===== src/rtl/paint_scheduler.sv =====
// paint_scheduler
//   Frame-level sequencer in front of one paint_element instance. A frame
//   request optionally sweeps the whole frame with CLEAR_PALETTE. It then
//   walks the sprite table in index order and runs paint_element once per
//   valid, non-empty entry. The resulting pixels are forwarded to the
//   frame-RAM write port, with palette 0 treated as transparent.
//
//   Optional feature macro: PAINT_SCHEDULER_CLEAR_EN (clear pass present when
//   defined; without it IDLE goes straight to SCAN).
//
// Ports
//   clk_33m, rst            : clock, synchronous active-high reset
//   frame_start             : one-cycle frame request (honoured in IDLE only)
//   busy, frame_done        : not-idle flag, one-cycle completion pulse
//   elem_we/elem_idx/elem_* : sprite table write port
//   paint_rst, paint_*      : start pulse and latched element parameters
//   paint_finished,
//   paint_write_*           : status and pixel stream from paint_element
//   out_we/out_x/out_y/
//   out_palette             : frame-RAM write port
module paint_scheduler #(
    parameter int         COOR_WIDTH    = 12,
    parameter int         MAX_ELEMENTS  = 16,
    parameter int         FRAME_WIDTH   = 1280,
    parameter int         FRAME_HEIGHT  = 300,
    parameter logic [2:0] CLEAR_PALETTE = 3'd1
) (
    input  logic                                clk_33m,
    input  logic                                rst,
    input  logic                                frame_start,
    output logic                                busy,
    output logic                                frame_done,
    input  logic                                elem_we,
    input  logic [$clog2(MAX_ELEMENTS)-1:0]     elem_idx,
    input  logic                                elem_valid,
    input  logic [COOR_WIDTH-1:0]               elem_sprite_x,
    input  logic [COOR_WIDTH-1:0]               elem_sprite_y,
    input  logic signed [COOR_WIDTH-1:0]        elem_frame_x,
    input  logic signed [COOR_WIDTH-1:0]        elem_frame_y,
    input  logic [COOR_WIDTH-1:0]               elem_width,
    input  logic [COOR_WIDTH-1:0]               elem_height,
    output logic                                paint_rst,
    output logic [COOR_WIDTH-1:0]               paint_sprite_x,
    output logic [COOR_WIDTH-1:0]               paint_sprite_y,
    output logic signed [COOR_WIDTH-1:0]        paint_frame_x,
    output logic signed [COOR_WIDTH-1:0]        paint_frame_y,
    output logic [COOR_WIDTH-1:0]               paint_width,
    output logic [COOR_WIDTH-1:0]               paint_height,
    input  logic                                paint_finished,
    input  logic [COOR_WIDTH-1:0]               paint_write_x,
    input  logic [COOR_WIDTH-1:0]               paint_write_y,
    input  logic [2:0]                          paint_write_palette,
    output logic                                out_we,
    output logic [COOR_WIDTH-1:0]               out_x,
    output logic [COOR_WIDTH-1:0]               out_y,
    output logic [2:0]                          out_palette
);

    localparam int IDX_W = $clog2(MAX_ELEMENTS);
    localparam logic [IDX_W-1:0] LAST_IDX = IDX_W'(MAX_ELEMENTS - 1);

`ifdef PAINT_SCHEDULER_CLEAR_EN
    localparam logic [COOR_WIDTH-1:0] LAST_X = COOR_WIDTH'(FRAME_WIDTH - 1);
    localparam logic [COOR_WIDTH-1:0] LAST_Y = COOR_WIDTH'(FRAME_HEIGHT - 1);

    typedef enum logic [2:0] {
        ST_IDLE, ST_CLEAR, ST_SCAN, ST_ISSUE, ST_WAIT, ST_DONE
    } state_t;
`else
    typedef enum logic [2:0] {
        ST_IDLE, ST_SCAN, ST_ISSUE, ST_WAIT, ST_DONE
    } state_t;
`endif

    // Frame geometry and clear colour only matter to the clear pass.
    logic cfg_unused;
    assign cfg_unused = ^{CLEAR_PALETTE, 32'(FRAME_WIDTH), 32'(FRAME_HEIGHT)};

    // Sprite table; only the valid bits are reset.
    logic [MAX_ELEMENTS-1:0]      tbl_valid_q, tbl_valid_d;
    logic [COOR_WIDTH-1:0]        tbl_sx_q [MAX_ELEMENTS];
    logic [COOR_WIDTH-1:0]        tbl_sx_d [MAX_ELEMENTS];
    logic [COOR_WIDTH-1:0]        tbl_sy_q [MAX_ELEMENTS];
    logic [COOR_WIDTH-1:0]        tbl_sy_d [MAX_ELEMENTS];
    logic signed [COOR_WIDTH-1:0] tbl_fx_q [MAX_ELEMENTS];
    logic signed [COOR_WIDTH-1:0] tbl_fx_d [MAX_ELEMENTS];
    logic signed [COOR_WIDTH-1:0] tbl_fy_q [MAX_ELEMENTS];
    logic signed [COOR_WIDTH-1:0] tbl_fy_d [MAX_ELEMENTS];
    logic [COOR_WIDTH-1:0]        tbl_w_q  [MAX_ELEMENTS];
    logic [COOR_WIDTH-1:0]        tbl_w_d  [MAX_ELEMENTS];
    logic [COOR_WIDTH-1:0]        tbl_h_q  [MAX_ELEMENTS];
    logic [COOR_WIDTH-1:0]        tbl_h_d  [MAX_ELEMENTS];

    state_t                       state_q, state_d;
    logic [IDX_W-1:0]             idx_q, idx_d;
    logic [1:0]                   fill_q, fill_d;
    logic [COOR_WIDTH-1:0]        psx_q, psx_d, psy_q, psy_d;
    logic signed [COOR_WIDTH-1:0] pfx_q, pfx_d, pfy_q, pfy_d;
    logic [COOR_WIDTH-1:0]        pw_q, pw_d, ph_q, ph_d;
`ifdef PAINT_SCHEDULER_CLEAR_EN
    logic [COOR_WIDTH-1:0]        clr_x_q, clr_x_d, clr_y_q, clr_y_d;
`endif

    // Table write port: elem_idx wraps naturally through its width.
    always_comb begin
        tbl_valid_d = tbl_valid_q;
        tbl_sx_d    = tbl_sx_q;
        tbl_sy_d    = tbl_sy_q;
        tbl_fx_d    = tbl_fx_q;
        tbl_fy_d    = tbl_fy_q;
        tbl_w_d     = tbl_w_q;
        tbl_h_d     = tbl_h_q;
        if (elem_we) begin
            tbl_valid_d[elem_idx] = elem_valid;
            tbl_sx_d[elem_idx]    = elem_sprite_x;
            tbl_sy_d[elem_idx]    = elem_sprite_y;
            tbl_fx_d[elem_idx]    = elem_frame_x;
            tbl_fy_d[elem_idx]    = elem_frame_y;
            tbl_w_d[elem_idx]     = elem_width;
            tbl_h_d[elem_idx]     = elem_height;
        end
    end

    always_ff @(posedge clk_33m) begin
        if (rst) begin
            tbl_valid_q <= '0;
        end else begin
            tbl_valid_q <= tbl_valid_d;
        end
    end

    always_ff @(posedge clk_33m) begin
        tbl_sx_q <= tbl_sx_d;
        tbl_sy_q <= tbl_sy_d;
        tbl_fx_q <= tbl_fx_d;
        tbl_fy_q <= tbl_fy_d;
        tbl_w_q  <= tbl_w_d;
        tbl_h_q  <= tbl_h_d;
    end

    // Sequencer next-state logic.
    always_comb begin
        state_d = state_q;
        idx_d   = idx_q;
        fill_d  = fill_q;
        psx_d   = psx_q;
        psy_d   = psy_q;
        pfx_d   = pfx_q;
        pfy_d   = pfy_q;
        pw_d    = pw_q;
        ph_d    = ph_q;
`ifdef PAINT_SCHEDULER_CLEAR_EN
        clr_x_d = clr_x_q;
        clr_y_d = clr_y_q;
`endif
        case (state_q)
            ST_IDLE: begin
                if (frame_start) begin
`ifdef PAINT_SCHEDULER_CLEAR_EN
                    state_d = ST_CLEAR;
                    clr_x_d = '0;
                    clr_y_d = '0;
`else
                    state_d = ST_SCAN;
                    idx_d   = '0;
`endif
                end
            end
`ifdef PAINT_SCHEDULER_CLEAR_EN
            ST_CLEAR: begin
                if (clr_x_q == LAST_X) begin
                    clr_x_d = '0;
                    if (clr_y_q == LAST_Y) begin
                        state_d = ST_SCAN;
                        idx_d   = '0;
                    end else begin
                        clr_y_d = clr_y_q + COOR_WIDTH'(1);
                    end
                end else begin
                    clr_x_d = clr_x_q + COOR_WIDTH'(1);
                end
            end
`endif
            ST_SCAN: begin
                if (tbl_valid_q[idx_q] && (tbl_w_q[idx_q] != '0) && (tbl_h_q[idx_q] != '0)) begin
                    psx_d   = tbl_sx_q[idx_q];
                    psy_d   = tbl_sy_q[idx_q];
                    pfx_d   = tbl_fx_q[idx_q];
                    pfy_d   = tbl_fy_q[idx_q];
                    pw_d    = tbl_w_q[idx_q];
                    ph_d    = tbl_h_q[idx_q];
                    state_d = ST_ISSUE;
                end else if (idx_q == LAST_IDX) begin
                    state_d = ST_DONE;
                end else begin
                    idx_d = idx_q + IDX_W'(1);
                end
            end
            ST_ISSUE: begin
                state_d = ST_WAIT;
                fill_d  = 2'd2;
            end
            ST_WAIT: begin
                // The first two WAIT cycles cover paint_element's pipeline fill.
                if (fill_q != 2'd0) begin
                    fill_d = fill_q - 2'd1;
                end else if (paint_finished) begin
                    if (idx_q == LAST_IDX) begin
                        state_d = ST_DONE;
                    end else begin
                        idx_d   = idx_q + IDX_W'(1);
                        state_d = ST_SCAN;
                    end
                end
            end
            ST_DONE: begin
                state_d = ST_IDLE;
            end
            default: begin
                state_d = ST_IDLE;
            end
        endcase
    end

    always_ff @(posedge clk_33m) begin
        if (rst) begin
            state_q <= ST_IDLE;
            idx_q   <= '0;
            fill_q  <= '0;
            psx_q   <= '0;
            psy_q   <= '0;
            pfx_q   <= '0;
            pfy_q   <= '0;
            pw_q    <= '0;
            ph_q    <= '0;
`ifdef PAINT_SCHEDULER_CLEAR_EN
            clr_x_q <= '0;
            clr_y_q <= '0;
`endif
        end else begin
            state_q <= state_d;
            idx_q   <= idx_d;
            fill_q  <= fill_d;
            psx_q   <= psx_d;
            psy_q   <= psy_d;
            pfx_q   <= pfx_d;
            pfy_q   <= pfy_d;
            pw_q    <= pw_d;
            ph_q    <= ph_d;
`ifdef PAINT_SCHEDULER_CLEAR_EN
            clr_x_q <= clr_x_d;
            clr_y_q <= clr_y_d;
`endif
        end
    end

    assign paint_sprite_x = psx_q;
    assign paint_sprite_y = psy_q;
    assign paint_frame_x  = pfx_q;
    assign paint_frame_y  = pfy_q;
    assign paint_width    = pw_q;
    assign paint_height   = ph_q;

    // Outputs decode from registered state only, except the WAIT pixel path,
    // which passes paint_element's stream straight through so that the last
    // pixel (presented together with paint_finished) lands in WAIT.
    always_comb begin
        busy        = (state_q != ST_IDLE);
        frame_done  = (state_q == ST_DONE);
        paint_rst   = (state_q == ST_ISSUE);
        out_we      = 1'b0;
        out_x       = '0;
        out_y       = '0;
        out_palette = 3'd0;
        case (state_q)
`ifdef PAINT_SCHEDULER_CLEAR_EN
            ST_CLEAR: begin
                out_we      = 1'b1;
                out_x       = clr_x_q;
                out_y       = clr_y_q;
                out_palette = CLEAR_PALETTE;
            end
`endif
            ST_WAIT: begin
                if (fill_q == 2'd0) begin
                    out_we      = (paint_write_palette != 3'd0);
                    out_x       = paint_write_x;
                    out_y       = paint_write_y;
                    out_palette = paint_write_palette;
                end
            end
            default: begin
            end
        endcase
    end

endmodule


===== config.mk =====
export PLATFORM = sky130hd
export DESIGN_NAME = paint_scheduler
export DESIGN_NICKNAME = d
export VERILOG_FILES = /design/src/rtl/paint_scheduler.sv
export SDC_FILE = /design/constraint.sdc
export NUM_CORES = 1
export LEC_CHECK = 0
export ABC_AREA = 0
export BUFFER_PORTS_ARGS = -buffer_cell sky130_fd_sc_hd__buf_2
export CORE_AREA = 2 2 285 287
export CTS_CLUSTER_DIAMETER = 100
export DETAILED_ROUTE_END_ITERATION = 10
export DIE_AREA = 0 0 287 289
export MAX_ROUTING_LAYER = met4
export PLACE_DENSITY = 0.85
export SYNTH_ARGS = -nofsm -noshare
export SYNTH_HDL_FRONTEND = slang
export SYNTH_SLANG_ARGS = --single-unit

===== constraint.sdc =====
create_clock -name clk_33m -period 9.75 [get_ports clk_33m]
set_input_delay 0.975 -clock clk_33m [delete_from_list [all_inputs] [get_ports clk_33m]]
set_output_delay 0.975 -clock clk_33m [all_outputs]
set_load 0.005 [all_outputs]

Yosys cells after proc, flatten, opt, wreduce, memory -nomap -nowiden --
Cells that the tools add are included.
Operators by class: $add $sub $neg 2, magnitude comparators 6, equality and inequality tests 11, muxes and demuxes 54, bitwise gates (word level) 2, reductions and logical operators 17
Operators by type and width (number):
- $bwmux W192 | 6
- $bmux W12 S4 | 6
- $mux W12 | 17
- $demux W12 S4 | 1
- $mux W3 | 8
- $reduce_bool A12 Y1 | 2
- $mux W4 | 5
- $bwmux W16 | 1
- $pmux W3 S4 | 1
- $pmux W4 S3 | 1
- $ge A5 B5 Y1 const B | 2
- $lt A4 B5 Y1 const B | 2
- $ne A2 B2 Y1 const B | 5
- $not A4 Y5 | 2
- $reduce_bool A3 Y1 | 3
- $eq A3 B2 Y1 const B | 2
- $lt A5 B1 Y1 const B | 1
- $reduce_and A5 Y1 | 1
- $add A4 B1 Y4 const B | 1
- $bmux W1 S4 | 1
- $demux W1 S4 | 1
- $eq A4 B4 Y1 const B | 1
- $ge A4 B1 Y1 const B | 1
- $logic_and A1 B1 Y1 | 4
- 12 further kinds | 17
Word-level totals: flip-flop bits (word level) 1249, input bits 109, output and inout port bits 103

Depth between registers and ports, before layout --
Gate-level depths: netlist of run 1.
depth in word-level cells 9, gate-level depth with buffers 15, depth with buffers taken out 8

Worst setup path after synthesis of run 1 --
Ideal clock, no wire load.
path kind input-to-reg, from input elem_idx[3], to register tbl_valid_q[0], setup time 0.128 ns, arrival 7.096 ns, data required time 9.622 ns, path slack 2.527 ns, stages on the path 5, cells stage by stage or3b_2 clkbuf_1 nor3_1 mux2i_1 nor2_1
On the way: longest elaborated chain between the ends 5, elaborated cells on any way between the ends 6, those cells by class order compare: 2; mux: 3; reduce/logical: 1
Ends and longest elaborated chain:
- from (decl) | RTL line 34 | input logic [$clog2(MAX_ELEMENTS)-1:0] elem_idx,
- $lt A4 B5 Y1 (not written as such) or $ge A4 B1 Y1 (tied branches) | RTL line 114 | tbl_valid_d[elem_idx] = elem_valid;
- $logic_and A1 B1 Y1 (not written as such) | RTL line 114
- $mux W1 (not written as such) | RTL line 114
- $demux W1 S4 (*) | RTL line 114
- $bwmux W16 (*) | RTL line 114
- to (signal assigned) | RTL line 128 | tbl_valid_q <= tbl_valid_d;
- to (decl) | RTL line 80 | logic [MAX_ELEMENTS-1:0] tbl_valid_q, tbl_valid_d;
Mark *: on every way between the ends. The rest lies on a longest branch, timed or not. A chain may end at the register's enable or synchronous reset.

Worst setup path in the final report of run 1 --
from register idx_q[0], to register idx_q[1]
On the way: longest elaborated chain between the ends 9, elaborated cells on any way between the ends 22, those cells by class add/sub: 1; eq/ne: 2; mux: 13; bitwise: 1; reduce/logical: 5
Ends and longest elaborated chain:
- from (decl) | RTL line 95 | logic [IDX_W-1:0] idx_q, idx_d;
- from (signal assigned) | RTL line 242 | idx_q <= idx_d;
- $not A4 Y5 (not written as such) | RTL line 185 | if (tbl_valid_q[idx_q] && (tbl_w_q[idx_q] != '0) && (tbl_h_q[idx_q] != '0)) begin
- $bmux W12 S4 | RTL line 185
- $mux W12 (not written as such) (2 in a row) | RTL line 185
- $reduce_bool A12 Y1 | RTL line 185
- $logic_and A1 B1 Y1 (2 in a row) | RTL line 185
- $ne A2 B2 Y1 (no line)
- $reduce_and A5 Y1 (no line)
Parallel ways exist; a longest one is shown, timed or not. The select of a mux whose other input is x is not followed.

==> results.json, run 1 <==
{
  "synth_top_area_share": 0.728,
  "synth_fp_nets": 2332,
  "routed-wl-met2_um": 61800,
  "finalPower_mw": 11.1,
  "vias": 25400,
  "slew_headroom": 0.115,
  "p_leak_nw": 16.9,
  "num_rows": 104,
  "grt_pass1_wl_um": 177000,
  "dp_slack_ns": 4.47,
  "report.final.slew_viol_count": 0,
  "grt_max_degree": 122,
  "synth.largest_area_cell": "edfxtp_1",
  "fillers": 4727,
  "ys_seq_area_frac": 0.769,
  "post-route-util": 0.674,
  "async_flop_share": 0,
  "hold_path.startpoint": "paint_height[6]",
  "yosysWarnings": 0,
  "syn_to_final_growth_pct": 13.3,
  "die_y_um": 289,
  "cts_hold_buf": 0,
  "cts.sinks": 1249,
  "synth_area_per_cell_um2": 21.4,
  "routed-wl-met3_um": 15700,
  "initial_utilization": 0.595,
  "synth_area_leaders": "edfxtp_1 (73%), mux4_2 (16%), dfxtp_1 (4.1%)",
  "final_common_cell": "edfxtp_1",
  "intPower_mw": 8.84,
  "fin_crit_ns": 5.31,
  "clock_latency_ns": 0.68,
  "path_cells": "buf_4 > mux4_2 > mux4_2 > or2_0 > or4_1 > o211a_4 > buf_4 > a21boi_0 > o32ai_1",
  "chipWidth_um": 287,
  "pwr-share-seq": 0.539,
  "gp_congestion": 0.857,
  "cp-start-kind": "register",
  "pwr-share-comb": 0.038,
  "ys.flop_type": "edfxtp_1",
  "fin_crit_sh": 0.544,
  "vias_per_cell": 6.97,
  "avgRoutedWirePerCell_um": 33.8,
  "powerDensity_nw_per_um2": 206,
  "rsz0062_at_grt": "false",
  "highest_layer": "met4",
  "fmaxAchievable_ghz": 0.188,
  "maxCapViolCount": 0,
  "required_ns": 10.27,
  "antenna_found_initial": 20,
  "crit_fanout": 53,
  "synth_cell_types": 52,
  "min_path_type": "reg2reg",
  "cts_tree": "yes",
  "met1_length_um": 40900,
  "drt-pass1-iter-count": 6,
  "cts_buffer_depth": 3,
  "synth_cells": 2221,
  "final_cell_area_um2": 53800,
  "max_stage_delay_ns": 0.89,
  "synth_edf_count": 1152,
  "fin_worst_skew_ns": 0.0192,
  "dpl_cell_area_um2": 49800,
  "drc_errors": 0,
  "portBuffers": 211,
  "dp_hpwl_um": 62100,
  "die_area_um2": 82900,
  "timing.rr.end": "idx_q[1]",
  "ant_nets": 0,
  "swShare": 0.204,
  "tns_ns": 0,
  "grt_pass1_vias": 25900,
  "netSwitchingPower_mw": 2.26,
  "clockRootBuffer": "clkbuf_16",
  "numCtsBuffers": 116,
  "worst_path_max_delay_cell": "buf_4",
  "synth_seq_cells": 1249,
  "worstPathArrival_ns": 5.83,
  "outcome": "finished, final reports clean",
  "vdd_ir_drop_max_mv": 0.175,
  "worst_slew_pin_slew_ns": 1.32,
  "htreeDepth": 3,
  "final_cell_mix": "edfxtp_1 (1152), mux4_2 (328), buf_2 (210)",
  "drive_gt1_frac": 0.313,
  "rrSetupSlack_ns": 4.44,
  "crit_family": "buffers and inverters",
  "worst_hold_path.endpoint": "paint_height[6]",
  "path_buf_inv": 2,
  "drt-initial-drc-count": 3817,
  "gr-total-overflow": 0,
  "finalWirelength_um": 123000,
  "hold_viol": 0,
  "cts_setup_buffers": 0,
  "grt_use_total": 0.309,
  "hold_depth": 2,
  "cts.clk_slew.worst_paths_ns": 0.06,
  "core_area_um2": 79900,
  "io_pins": 212,
  "r2r-start": "idx_q[0]",
  "setup_slack_ns": 4.44,
  "reg2reg_depth": 9,
  "critPathKind": "reg2reg",
  "syn_area_um2": 47500,
  "endpoint_kind": "register",
  "cts_resized": 0,
  "power_frac_clock": 0.422,
  "setup_viol": 0,
  "nets": 2572
}
layout make-up:
cell class                      count  area, um2  share of cell area
Antenna cell                       21       52.6            0.000976
Clock buffer                      161       3330              0.0618
Clock inverter                     57        639              0.0119
Inverter                            4       15.0            0.000279
Multi-Input combinational cell    829      10500               0.195
Sequential cell                  1249      36600               0.679
Tap cell                         1060       1330              0.0246
Timing Repair Buffer              261       1450              0.0269
cell usage after synthesis, drive strengths merged, types with 26 or more instances:
library cell	n
edfxtp	1152
mux4	328
dfxtp	97
a21oi	90
o21ai	84
nand3	76
clkbuf	73
buf	66
mux2i	43
nand2	33
and2	31
a22oi	26
nor2	26
how the worst max path moves through the flow:
stage | startpoint | endpoint | depth (start not counted)
5_1_grt | idx_q[0] | idx_q[1] | 9
4_1_cts | idx_q[0] | idx_q[1] | 9
6_report | idx_q[0] | idx_q[1] | 9
2_1_floorplan | elem_idx[3] | tbl_valid_q[0] | 5
3_5_place_dp | idx_q[0] | idx_q[1] | 9
3_3_place_gp | idx_q[0] | idx_q[1] | 9
flip-flops by register name, summed over array words and instances (netlist names), 16 cells and up:
signal,count
tbl_fx_q,192
tbl_fy_q,192
tbl_h_q,192
tbl_sx_q,192
tbl_sy_q,192
tbl_w_q,192
tbl_valid_q,16
worst min-delay path, stage by stage (launching register included):
cell and delay [ns]:
dfxtp_1 0.31, o21ai_0 0.07, a21oi_1 0.06
cells by family after synthesis:
group | after synthesis | synth area share
DFF | 1249 | 0.769
muxes | 373 | 0.165
AOI/OAI and AO/OA | 230 | 0.0277
and+or+nand+nor | 224 | 0.0245
buffers and inverters | 143 | 0.0135
adders and majority gates | 2 | 0.000526
routing by layer:
layer | vias up | track usage
met5 | - | -
met4 | 0 | 0.115
met3 | 366 | 0.0785
met2 | 2272 | 0.496
met1 | 12900 | 0.387
li1 | 9800 | -
power by group through the flow:
stage,registers (mW),logic [mW],clock network [mW]
2_1_floorplan,6.09,0.255,0
3_3_place_gp,6.09,0.394,0
3_5_place_dp,6.10,0.415,0
4_1_cts,5.99,0.422,4.72
5_1_grt,5.99,0.450,4.90
6_report,5.99,0.426,4.69
through the flow:
| stage | hold WS [ns] | instances |
|---|---|---|
| floorplan | 0.450 | 2221 |
| CTS | 0.478 | 3621 |
| finish | 0.483 | 3642 |
| global route | 0.498 | 3639 |
| detailed placement | 0.469 | 3403 |
| global placement | 0.459 | 3403 |
Power figures use the tool's default switching activity.
==> run 2, diff against run 1 <==
==> constraint.sdc (replaced) <==
create_clock -name clk_33m -period 5.5 [get_ports clk_33m]
set_input_delay 0.55 -clock clk_33m [delete_from_list [all_inputs] [get_ports clk_33m]]
set_output_delay 0.55 -clock clk_33m [all_outputs]
set_load 0.005 [all_outputs]
==> results.json, run 2 (synthesis gave the netlist of run 1 again) <==
{
  "outcome": "finished, final reports clean",
  "numCtsBuffers": 115,
  "report.final.slew_viol_count": 0,
  "gr-total-overflow": 0,
  "vias": 25300,
  "setup_viol": 0,
  "final_common_cell": "edfxtp_1",
  "nets": 2568,
  "die_y_um": 289,
  "syn_to_final_growth_pct": 12.9,
  "r2r-start": "idx_q[1]",
  "fin_worst_skew_ns": 0.0365,
  "tns_ns": 0,
  "maxCapViolCount": 0,
  "cts_tree": "yes",
  "dp_cells": 3400,
  "clockRootBuffer": "clkbuf_16",
  "cts_hold_buf": 0,
  "endpoint_kind": "register",
  "min_path_type": "in2reg",
  "cts.sinks": 1249,
  "avgRoutedWirePerCell_um": 33.6,
  "intPower_mw": 15.1,
  "cts.clk_slew.worst_paths_ns": 0.06,
  "core_area_um2": 79900,
  "rsz0062_at_grt": "false",
  "fin_cells": 3638,
  "vdd_ir_drop_max_mv": 0.281,
  "fin_crit_sh": 0.805,
  "ant_nets": 0,
  "p_leak_nw": 16.7,
  "netSwitchingPower_mw": 3.95,
  "holdWs_ns": 0.201,
  "io_pins": 212,
  "swShare": 0.208,
  "reg2reg_depth": 9,
  "drc_errors": 0,
  "crit_fanout": 41,
  "vias_per_cell": 6.95,
  "worstPathArrival_ns": 4.99,
  "final_cell_area_um2": 53600,
  "grt_use_total": 0.306,
  "initial_utilization": 0.595,
  "finalWirelength_um": 122000,
  "worst_slew_pin_slew_ns": 1.25,
  "grt_pass1_wl_um": 175000,
  "cts_buffer_depth": 3,
  "fmaxAchievable_ghz": 0.226,
  "drt-pass1-iter-count": 6,
  "num_rows": 104,
  "hold_depth": 3,
  "drive_gt1_frac": 0.304,
  "required_ns": 6.06,
  "slew_headroom": 0.166,
  "power_frac_clock": 0.401,
  "final_cell_mix": "edfxtp_1 (1152), mux4_2 (328), buf_2 (210)",
  "hold_path.startpoint": "frame_start",
  "dpl_cell_area_um2": 50000,
  "critPathKind": "reg2reg",
  "clock_latency_ns": 0.70,
  "hold_viol": 0,
  "fin_crit_ns": 4.43,
  "fillers": 4677,
  "drt-initial-drc-count": 4079,
  "htreeDepth": 3,
  "portBuffers": 211,
  "die_area_um2": 82900,
  "timing.rr.end": "idx_q[1]",
  "grt_max_degree": 74,
  "pwr-share-comb": 0.040,
  "chipWidth_um": 287,
  "cts_resized": 0,
  "powerDensity_nw_per_um2": 354,
  "dp_hpwl_um": 60300,
  "cp-start-kind": "register",
  "gp_congestion": 0.810,
  "worst_hold_path.endpoint": "state_q[0]",
  "pwr-share-seq": 0.559,
  "rrSetupSlack_ns": 1.07,
  "antenna_found_initial": 21,
  "cts_setup_buffers": 0,
  "finalPower_mw": 19.0,
  "grt_pass1_vias": 25800
}
run 2: cell types whose count changed in the layout (fill, tap and decap cells not counted), sizes merged:
| cell | before | now |
|---|---|---|
| inv | 6 | 10 |
| clkinv | 37 | 33 |
| buf | 261 | 258 |
| clkinvlp | 5 | 2 |
| diode | 21 | 23 |
| bufinv | 13 | 2 |
| clkbuf | 161 | 172 |
run 2: layer usage:
layer  vias to the layer above  global-route usage  wire, um  share of wire
li1                       9791                   -         -              -
met1                     13000               0.387     41400           0.34
met2                      2196               0.485     61500           0.50
met3                       338              0.0670     14500           0.12
met4                         0               0.133      4710          0.039
met5                         -                   -         0              0
run 2: critical path, cell delays in order, from the launching register on:
cell      delay, ns
dfxtp_4        0.79
nor2b_1        0.75
a221oi_1       0.22
o21ai_0        0.37
nand3b_1       0.14
or4_1          0.69
o211ai_4       0.51
buf_12         0.32
nand3_1        0.15
o32ai_1        0.33
run 2: layout make-up:
class	count	area [um2]	share of cell area
sequential	1249	36600	0.681
multi-input combinational	829	10500	0.196
clock buffer	172	3280	0.0611
timing repair buffer	258	1610	0.0300
tap	1060	1330	0.0247
clock inverter	43	290	0.00541
antenna	23	57.6	0.00107
inverter	4	15.0	0.000280
run 2: worst max-delay path by stage:
stage | from | cells past startpoint | endpoint | slack, ns
3_5_place_dp | idx_q[0] | 9 | idx_q[1] | 1.32
6_report | idx_q[1] | 9 | idx_q[1] | 1.07
4_1_cts | idx_q[0] | 9 | idx_q[1] | 1.17
5_1_grt | idx_q[1] | 9 | idx_q[1] | 0.98
2_1_floorplan | elem_idx[3] | 3 | tbl_fx_q[156] | 0.76
3_3_place_gp | idx_q[2] | 10 | paint_width[4] | 1.43
run 2: power by group through the flow:
| stage | Combinational [mW] | Sequential, mW | Clock [mW] |
|---|---|---|---|
| floorplan | 0.451 | 10.8 | 0 |
| global route | 0.809 | 10.6 | 7.98 |
| CTS | 0.762 | 10.6 | 7.65 |
| global placement | 0.710 | 10.8 | 0 |
| finish | 0.765 | 10.6 | 7.62 |
| detailed placement | 0.748 | 10.8 | 0 |
run 2: metrics by stage:
step                      utilization  setup WS [ns]
after floorplan                     -          0.765
after global placement          0.626           1.43
after detailed placement        0.626           1.32
after CTS                       0.671           1.17
after global routing            0.671          0.977
final                           0.671           1.07
